--- src/rtl/alu_pipe.sv ---
// alu_pipe: two-stage pipelined ALU with valid/ready handshakes on both sides.
// Stage 1 registers the operand bundle; stage 2 computes and registers the
// result together with carry, zero, overflow and sign flags.
// Optional feature: define ALU_STICKY_OVF_EN to add clearSticky/stickyOvf,
// a sticky overflow bit set by any delivered bundle that overflowed.
module alu_pipe #(
  parameter int WIDTH = 64,
  localparam int SHIFT_W = $clog2(WIDTH)
) (
  input  logic               clk,
  input  logic               rst,
  input  logic               in_valid,
  output logic               in_ready,
  input  logic [3:0]         opcode,
  input  logic [WIDTH-1:0]   input1,
  input  logic [WIDTH-1:0]   input2,
  input  logic [SHIFT_W-1:0] shiftValue,
  output logic               out_valid,
  input  logic               out_ready,
`ifdef ALU_STICKY_OVF_EN
  input  logic               clearSticky,
  output logic               stickyOvf,
`endif
  output logic [WIDTH-1:0]   result,
  output logic               carryFlag,
  output logic               zeroFlag,
  output logic               overFlowFlag,
  output logic               signFlag
);

  localparam logic [3:0] OP_ADD = 4'd0;
  localparam logic [3:0] OP_SUB = 4'd1;
  localparam logic [3:0] OP_AND = 4'd2;
  localparam logic [3:0] OP_OR  = 4'd3;
  localparam logic [3:0] OP_SRA = 4'd4;
  localparam logic [3:0] OP_NOR = 4'd5;
  localparam logic [3:0] OP_SLL = 4'd6;
  localparam logic [3:0] OP_SRL = 4'd7;

  logic               s1_valid;
  logic [3:0]         s1_opcode;
  logic [WIDTH-1:0]   s1_a;
  logic [WIDTH-1:0]   s1_b;
  logic [SHIFT_W-1:0] s1_shamt;
  logic               s2_valid;
  logic               adv2;

  logic [WIDTH:0]     sum;
  logic [WIDTH:0]     diff;
  logic [WIDTH-1:0]   alu_res;
  logic               alu_carry;
  logic               alu_ovf;

  // Stage 2 can take a new bundle when empty or when its current one leaves;
  // stage 1 can take one when empty or when it can move into stage 2.
  assign adv2      = !s2_valid | out_ready;
  assign in_ready  = !s1_valid | adv2;
  assign out_valid = s2_valid;

  // Compute the result and carry/overflow from the stage-1 bundle.
  always_comb begin
    sum       = {1'b0, s1_a} + {1'b0, s1_b};
    diff      = {1'b0, s1_a} - {1'b0, s1_b};
    alu_res   = '0;
    alu_carry = 1'b0;
    alu_ovf   = 1'b0;
    case (s1_opcode)
      OP_ADD: begin
        alu_res   = sum[WIDTH-1:0];
        alu_carry = sum[WIDTH];
        alu_ovf   = (s1_a[WIDTH-1] == s1_b[WIDTH-1]) &
                    (sum[WIDTH-1] != s1_a[WIDTH-1]);
      end
      OP_SUB: begin
        alu_res   = diff[WIDTH-1:0];
        alu_carry = diff[WIDTH];
        alu_ovf   = (s1_a[WIDTH-1] != s1_b[WIDTH-1]) &
                    (diff[WIDTH-1] != s1_a[WIDTH-1]);
      end
      OP_AND:  alu_res = s1_a & s1_b;
      OP_OR:   alu_res = s1_a | s1_b;
      OP_NOR:  alu_res = ~(s1_a | s1_b);
      OP_SRA:  alu_res = $signed(s1_a) >>> s1_shamt;
      OP_SLL:  alu_res = s1_a << s1_shamt;
      OP_SRL:  alu_res = s1_a >> s1_shamt;
      default: alu_res = '0;
    endcase
  end

  // Stage 1: capture the incoming bundle whenever the stage can accept one.
  always_ff @(posedge clk) begin
    if (rst) begin
      s1_valid  <= 1'b0;
      s1_opcode <= '0;
      s1_a      <= '0;
      s1_b      <= '0;
      s1_shamt  <= '0;
    end else if (in_ready) begin
      s1_valid <= in_valid;
      if (in_valid) begin
        s1_opcode <= opcode;
        s1_a      <= input1;
        s1_b      <= input2;
        s1_shamt  <= shiftValue;
      end
    end
  end

  // Stage 2: register result and flags; hold them while the consumer stalls.
  always_ff @(posedge clk) begin
    if (rst) begin
      s2_valid     <= 1'b0;
      result       <= '0;
      carryFlag    <= 1'b0;
      zeroFlag     <= 1'b0;
      overFlowFlag <= 1'b0;
      signFlag     <= 1'b0;
    end else if (adv2) begin
      s2_valid <= s1_valid;
      if (s1_valid) begin
        result       <= alu_res;
        carryFlag    <= alu_carry;
        zeroFlag     <= (alu_res == '0);
        overFlowFlag <= alu_ovf;
        signFlag     <= alu_res[WIDTH-1];
      end
    end
  end

`ifdef ALU_STICKY_OVF_EN
  // Sticky overflow: set by a delivered overflowing bundle, set beats clear.
  always_ff @(posedge clk) begin
    if (rst) begin
      stickyOvf <= 1'b0;
    end else if (s2_valid & out_ready & overFlowFlag) begin
      stickyOvf <= 1'b1;
    end else if (clearSticky) begin
      stickyOvf <= 1'b0;
    end
  end
`endif

endmodule
--- config.mk ---
export PLATFORM = sky130hd
export DESIGN_NAME = alu_pipe
export DESIGN_NICKNAME = d
export VERILOG_FILES = /design/src/rtl/alu_pipe.sv
export SDC_FILE = /design/constraint.sdc
export NUM_CORES = 2
export LEC_CHECK = 0
export ABC_CLOCK_PERIOD_IN_PS = 4900
export CAP_MARGIN = 20
export CORE_MARGIN = 3
export CORE_UTILIZATION = 36
export DETAILED_ROUTE_END_ITERATION = 8
export HOLD_SLACK_MARGIN = 0.03
export PLACE_DENSITY_LB_ADDON = 0.08
export SLEW_MARGIN = 30
export SYNTH_ARGS = -nofsm -noshare
export SYNTH_HDL_FRONTEND = slang
export SYNTH_SLANG_ARGS = --single-unit
--- constraint.sdc ---
create_clock -name clk -period 4.9 [get_ports clk]
set_input_delay 0.98 -clock clk [delete_from_list [all_inputs] [get_ports clk]]
set_output_delay 0.98 -clock clk [all_outputs]
set_load 0.005 [all_outputs]
After elaboration in Yosys (flattened, before gate mapping)
Cells that the tools add are included.
- register bits: 208
- word-level logic and storage cells: 43
- mux-type cells: 3
- equal/unequal tests: 11
- shift operators: 3
- bitwise logic cells: 7
- reduce and logical (&&, ||, !) cells: 6
- add/subtract/negate cells: 2
- operator list (operator ; number):
    $pmux 64 s8 ; 1
    $add 64x64->65 ; 1
    $sub 64x64->65 ; 1
    $and 64x64->64 ; 1
    $logic_not 64->1 ; 1
    $not 64->64 ; 1
    $or 64x64->64 ; 1
    $shl 64x6->64 ; 1
    $shr 64x6->64 ; 1
    $sshr 64x6->64 ; 1
    $eq 4x3->1 const B ; 4
    $eq 4x2->1 const B ; 2
    $eq 4x1->1 const B ; 1
    $logic_not 4->1 ; 1
    $pmux 1 s2 ; 2
    $reduce_and 2->1 ; 2
    $ne 1x1->1 ; 3
    $and 1x1->1 ; 2
    $logic_not 1->1 ; 2
    $or 1x1->1 ; 2
    $eq 1x1->1 ; 1

Longest topological paths before layout
- depth after elaboration: 4
- mapped depth: 21
- depth with buffers taken out: 17

Least setup slack after synthesis
No wires, ideal clock.
- kind: register to register
- start point: register s1_a[13]
- end point: register zeroFlag
- required time: 4.784 ns
- cell stages (with the launch flop): 18
- path slack: 0.885 ns
- path buffers: 2
- arrival: 3.899 ns
- cells stage by stage: dfxtp_1 > clkbuf_1 > inv_1 > ha_1 > clkbuf_1 > inv_1 > a21oi_1 > o31ai_1 > a221oi_1 > o32ai_1 > a211o_1 > a21o_1 > a21o_1 > a221oi_1 > nor4b_1 > nor4bb_1 > and4_1 > a41o_1
- word-level cells in the longest chain between the ends: 4
- elaborated cells between the ends (all ways): 10
- ends and longest elaborated chain (what ; RTL line ; source):
    start, declared ; 42 ; logic [WIDTH-1:0] s1_a;
    start signal, assigned ; 102 ; s1_a <= input1;
    branches (longest 2 deep; another with $sub 64x64->65) ; n/a ;
    $pmux 64 s8 * ; 67 ; case (s1_opcode)
    $logic_not 64->1 * ; 123 ; zeroFlag <= (alu_res == '0);
    end signal, assigned ; 123 ;
    end, declared ; 26 ; output logic zeroFlag,
Every way passes the cells marked *.
A chain may end at the register's enable or synchronous reset.

Worst setup path after layout
- start point: register s1_shamt[0]
- end point: register zeroFlag
- word-level cells in the longest chain between the ends: 3
- elaborated cells between the ends (all ways): 5
- ends and longest elaborated chain (what ; RTL line ; source):
    start, declared ; 44 ; logic [SHIFT_W-1:0] s1_shamt;
    start signal, assigned ; 104 ; s1_shamt <= shiftValue;
    $shr 64x6->64, or another cell as far along ; 85 ; OP_SRL: alu_res = s1_a >> s1_shamt;
    $pmux 64 s8 * ; 67 ;
    $logic_not 64->1 * ; 123 ;
Mark *: on every way between the ends. The rest lies on a longest branch, timed or not.

==> results.sh <==
export IMPL_die_height_um=304
export IMPL_hold_viol_final=0
export IMPL_hold_buffers=0
export IMPL_synthCells=4469
export IMPL_fin_crit_ns=4.96
export IMPL_gp_congestion=1.14
export IMPL_end_kind="flip-flop"
export IMPL_initial_core_util_pct=36.5
export IMPL_rows=108
export IMPL_syn_num_nets=4823
export IMPL_clock_sinks=207
export IMPL_die_area_sq_mm=0.0923
export IMPL_finClkSkew_ns=0.0171
export IMPL_cap_violations=0
export IMPL_synth_area_sq_mm=0.0319
export IMPL_wl_um=217000
export IMPL_fin_area_sq_mm=0.0408
export IMPL_tritoncts="built"
export IMPL_yosysTopAreaCellShare_pct=13.0
export IMPL_setup_viol=1
export IMPL_wl_per_cell_um=35.1
export IMPL_grtUsageTotal_pct=44.6
export IMPL_synthTopCellsByCount="641 x nand2_1, 438 x nor2_1, 431 x a21oi_1"
export IMPL_violations="negative setup slack"
export IMPL_antenna_found_initial=9
export IMPL_synthFlopType="dfxtp_1"
export IMPL_drive_above_1_share_pct=21.8
export IMPL_yosysMostFrequentCell="nand2_1"
export IMPL_period_share_pct=101
export IMPL_dp_slack_ns=-0.669
export IMPL_max_vdd_ir_drop_mv=0.289
export IMPL_synthTopCellsByArea="dfxtp_1 13%, mux4_2 8.5%, ha_1 8.2%, nand2_1 7.5%, a21oi_1 6.8%"
export IMPL_synth_edf_count=0
export IMPL_yosysSeqAreaShare_pct=13.0
export IMPL_core_sq_mm=0.0874
export IMPL_fin_util_pct=46.7
export IMPL_vias=41205
export IMPL_leakagePower_nw=16.1
export IMPL_vias_per_cell=6.67
export IMPL_cp_start_kind="flip-flop"
export IMPL_drtIter0Drc=6694
export IMPL_crit_arrival_ns=5.50
export IMPL_grt_overflow=0
export IMPL_synth_distinct_cells=99
export IMPL_ys_ff_latch=207
export IMPL_dp_hpwl_um=176000
export IMPL_cts_buffers=27
export IMPL_ys_warn_count=0
export IMPL_hold_ws_ns=0.453
export IMPL_route_detailed_drc=0
export IMPL_drt_pass1_iter_count=9
export IMPL_fillers=8992
export IMPL_die_w_um=304
export IMPL_grt_pass1_vias=38080
export IMPL_cp_max_fo=18
export IMPL_grt_pass1_wl_um=300000
export IMPL_yosysTopAreaCell="dfxtp_1"
export IMPL_drv_slew=0
export IMPL_fin_ws_ns=-0.0595
export IMPL_fmax_mhz=202
export IMPL_grt_max_degree=87
export IMPL_synthToLayoutAreaGrowth_pct=27.8
export IMPL_path_class="flip-flop to flip-flop"
export IMPL_cts_root_buf="clkbuf_16"
export IMPL_num_io_pins=212
export IMPL_power_density_mw_per_mm2=219
export IMPL_maxSlewHeadroom_pct=21.1
export IMPL_cts_max_level=1
export IMPL_required_ns=5.44
export IMPL_placed_cell_area_sq_mm=0.0392
export IMPL_syn_area_per_cell_sq_um=7.15
export IMPL_antenna_left=0
export IMPL_fin_nets=5348
export IMPL_hold_class="flip-flop to flip-flop"
export IMPL_status="finished with violations"
export IMPL_clock_path_buffers=3
export IMPL_worst_slew_pin_slew_ns=1.18
export IMPL_clk_pin_slew_ns=0.06
export IMPL_port_buffers=211
export IMPL_async_reset_ff_share_pct=0
export IMPL_insertion_delay_ns=0.62
## path summary, 6_finish.rpt
kind	slack, ns	to	startpoint	cells past startpoint
worst min-delay path	0.45	result[56]	result[56]	2
worst min register to register	0.45	result[56]	result[56]	2
worst max register to register	-0.06	zeroFlag	s1_shamt[0]	14
worst max-delay path	-0.06	zeroFlag	s1_shamt[0]	14
## layout by cell type (no fill, tap or decap), types with 17 or more instances in the layout
cell,n
and3_1,30
a21oi_1,423
nand4_1,43
xnor2_1,25
a211oi_1,104
a211o_1,18
clkbuf_16,29
a21boi_0,17
nor2b_1,38
a31oi_1,44
dfxtp_2,17
o221ai_1,29
o21ai_0,199
o31ai_1,41
a22oi_1,41
buf_4,651
nand3_1,97
o211ai_1,68
or2_2,17
o2111ai_1,25
o22ai_1,53
and2_1,30
o21bai_1,25
buf_12,36
clkdlybuf4s50_1,210
ha_1,202
a221oi_1,41
nor4_1,44
nand2b_1,29
mux4_2,123
nand2_1,636
o21a_1,22
nor2_1,437
inv_1,200
mux2i_1,158
mux2_2,77
a221o_1,24
a21o_1,51
nor3_1,101
dfxtp_1,184
## report_power, final
group          switching [mW]  leakage [nW]  internal (mW)
combinational            3.02          14.0           1.84
clock                   0.873         0.451           1.24
sequential              0.165          1.72           1.79
total                    4.06          16.1           4.87
## logic make-up after synthesis
logic type	count (synthesis)	synth area share, %
and+or+nand+nor	1592	22.4
AOI/OAI and AO/OA	1449	30.5
buffers and inverters	614	8.14
muxes	367	16.8
adders and majority gates	212	8.35
DFF	207	13.0
xor gates and xnor gates	28	0.768
## per-layer routing
layer / vias to the layer above / GRT usage, % / share of wire (%)
li1: 17667 / - / -
met1: 19715 / 58.5 / 40
met2: 3103 / 64.1 / 40
met3: 718 / 11.2 / 11
met4: 2 / 30.2 / 8.7
met5: - / 0 / 0.0041
## critical path, cell delays in order, from the launching register on
cell and delay [ns]:
dfxtp_4 0.55, buf_4 0.19, buf_4 0.30, or4b_2 0.38
nor3_1 0.11, o21ai_0 0.52, o31ai_1 0.30, a221o_1 0.53
or3b_1 0.46, o22ai_1 0.21, nand3_1 0.21, nor4b_1 0.32
nor4bb_2 0.35, and4_1 0.26, a41o_1 0.17
## through the flow
step / total power, mW / cells / setup TNS, ns
2_1_floorplan: 4.24 / 4469 / 0
3_3_place_gp: 6.52 / 6102 / -0.631
3_5_place_dp: 6.51 / 6102 / -0.669
4_1_cts: 8.69 / 6160 / 0
5_1_grt: 9.17 / 6173 / -0.0310
6_report: 8.92 / 6179 / -0.0595
## flip-flops by register name, summed over array words and instances (netlist names)
name,flops
s1_shamt,6
overFlowFlag,1
result,64
carryFlag,1
zeroFlag,1
s1_valid,1
s1_a,64
out_valid,1
s1_b,64
s1_opcode,4
## layout make-up
| type | count | area (sq um) | area share [%] |
|---|---|---|---|
| diodes | 10 | 25.0 | 0.0613 |
| clock buffers | 39 | 802 | 1.96 |
| clock inverters | 10 | 114 | 0.279 |
| inverters | 205 | 771 | 1.89 |
| multi-input cells | 3648 | 25600 | 62.8 |
| flip-flops and latches | 207 | 4190 | 10.3 |
| well taps | 1155 | 1450 | 3.54 |
| repair buffers | 905 | 7830 | 19.2 |
## timing repair
action | CTS | global route
setup endpoints to repair | 1 | 2
pin swaps | 3 | 8
buffers inserted | 9 | 7
cloned | 0 | 1
resized for setup | 34 | 71
Power figures use the tool's default switching activity.
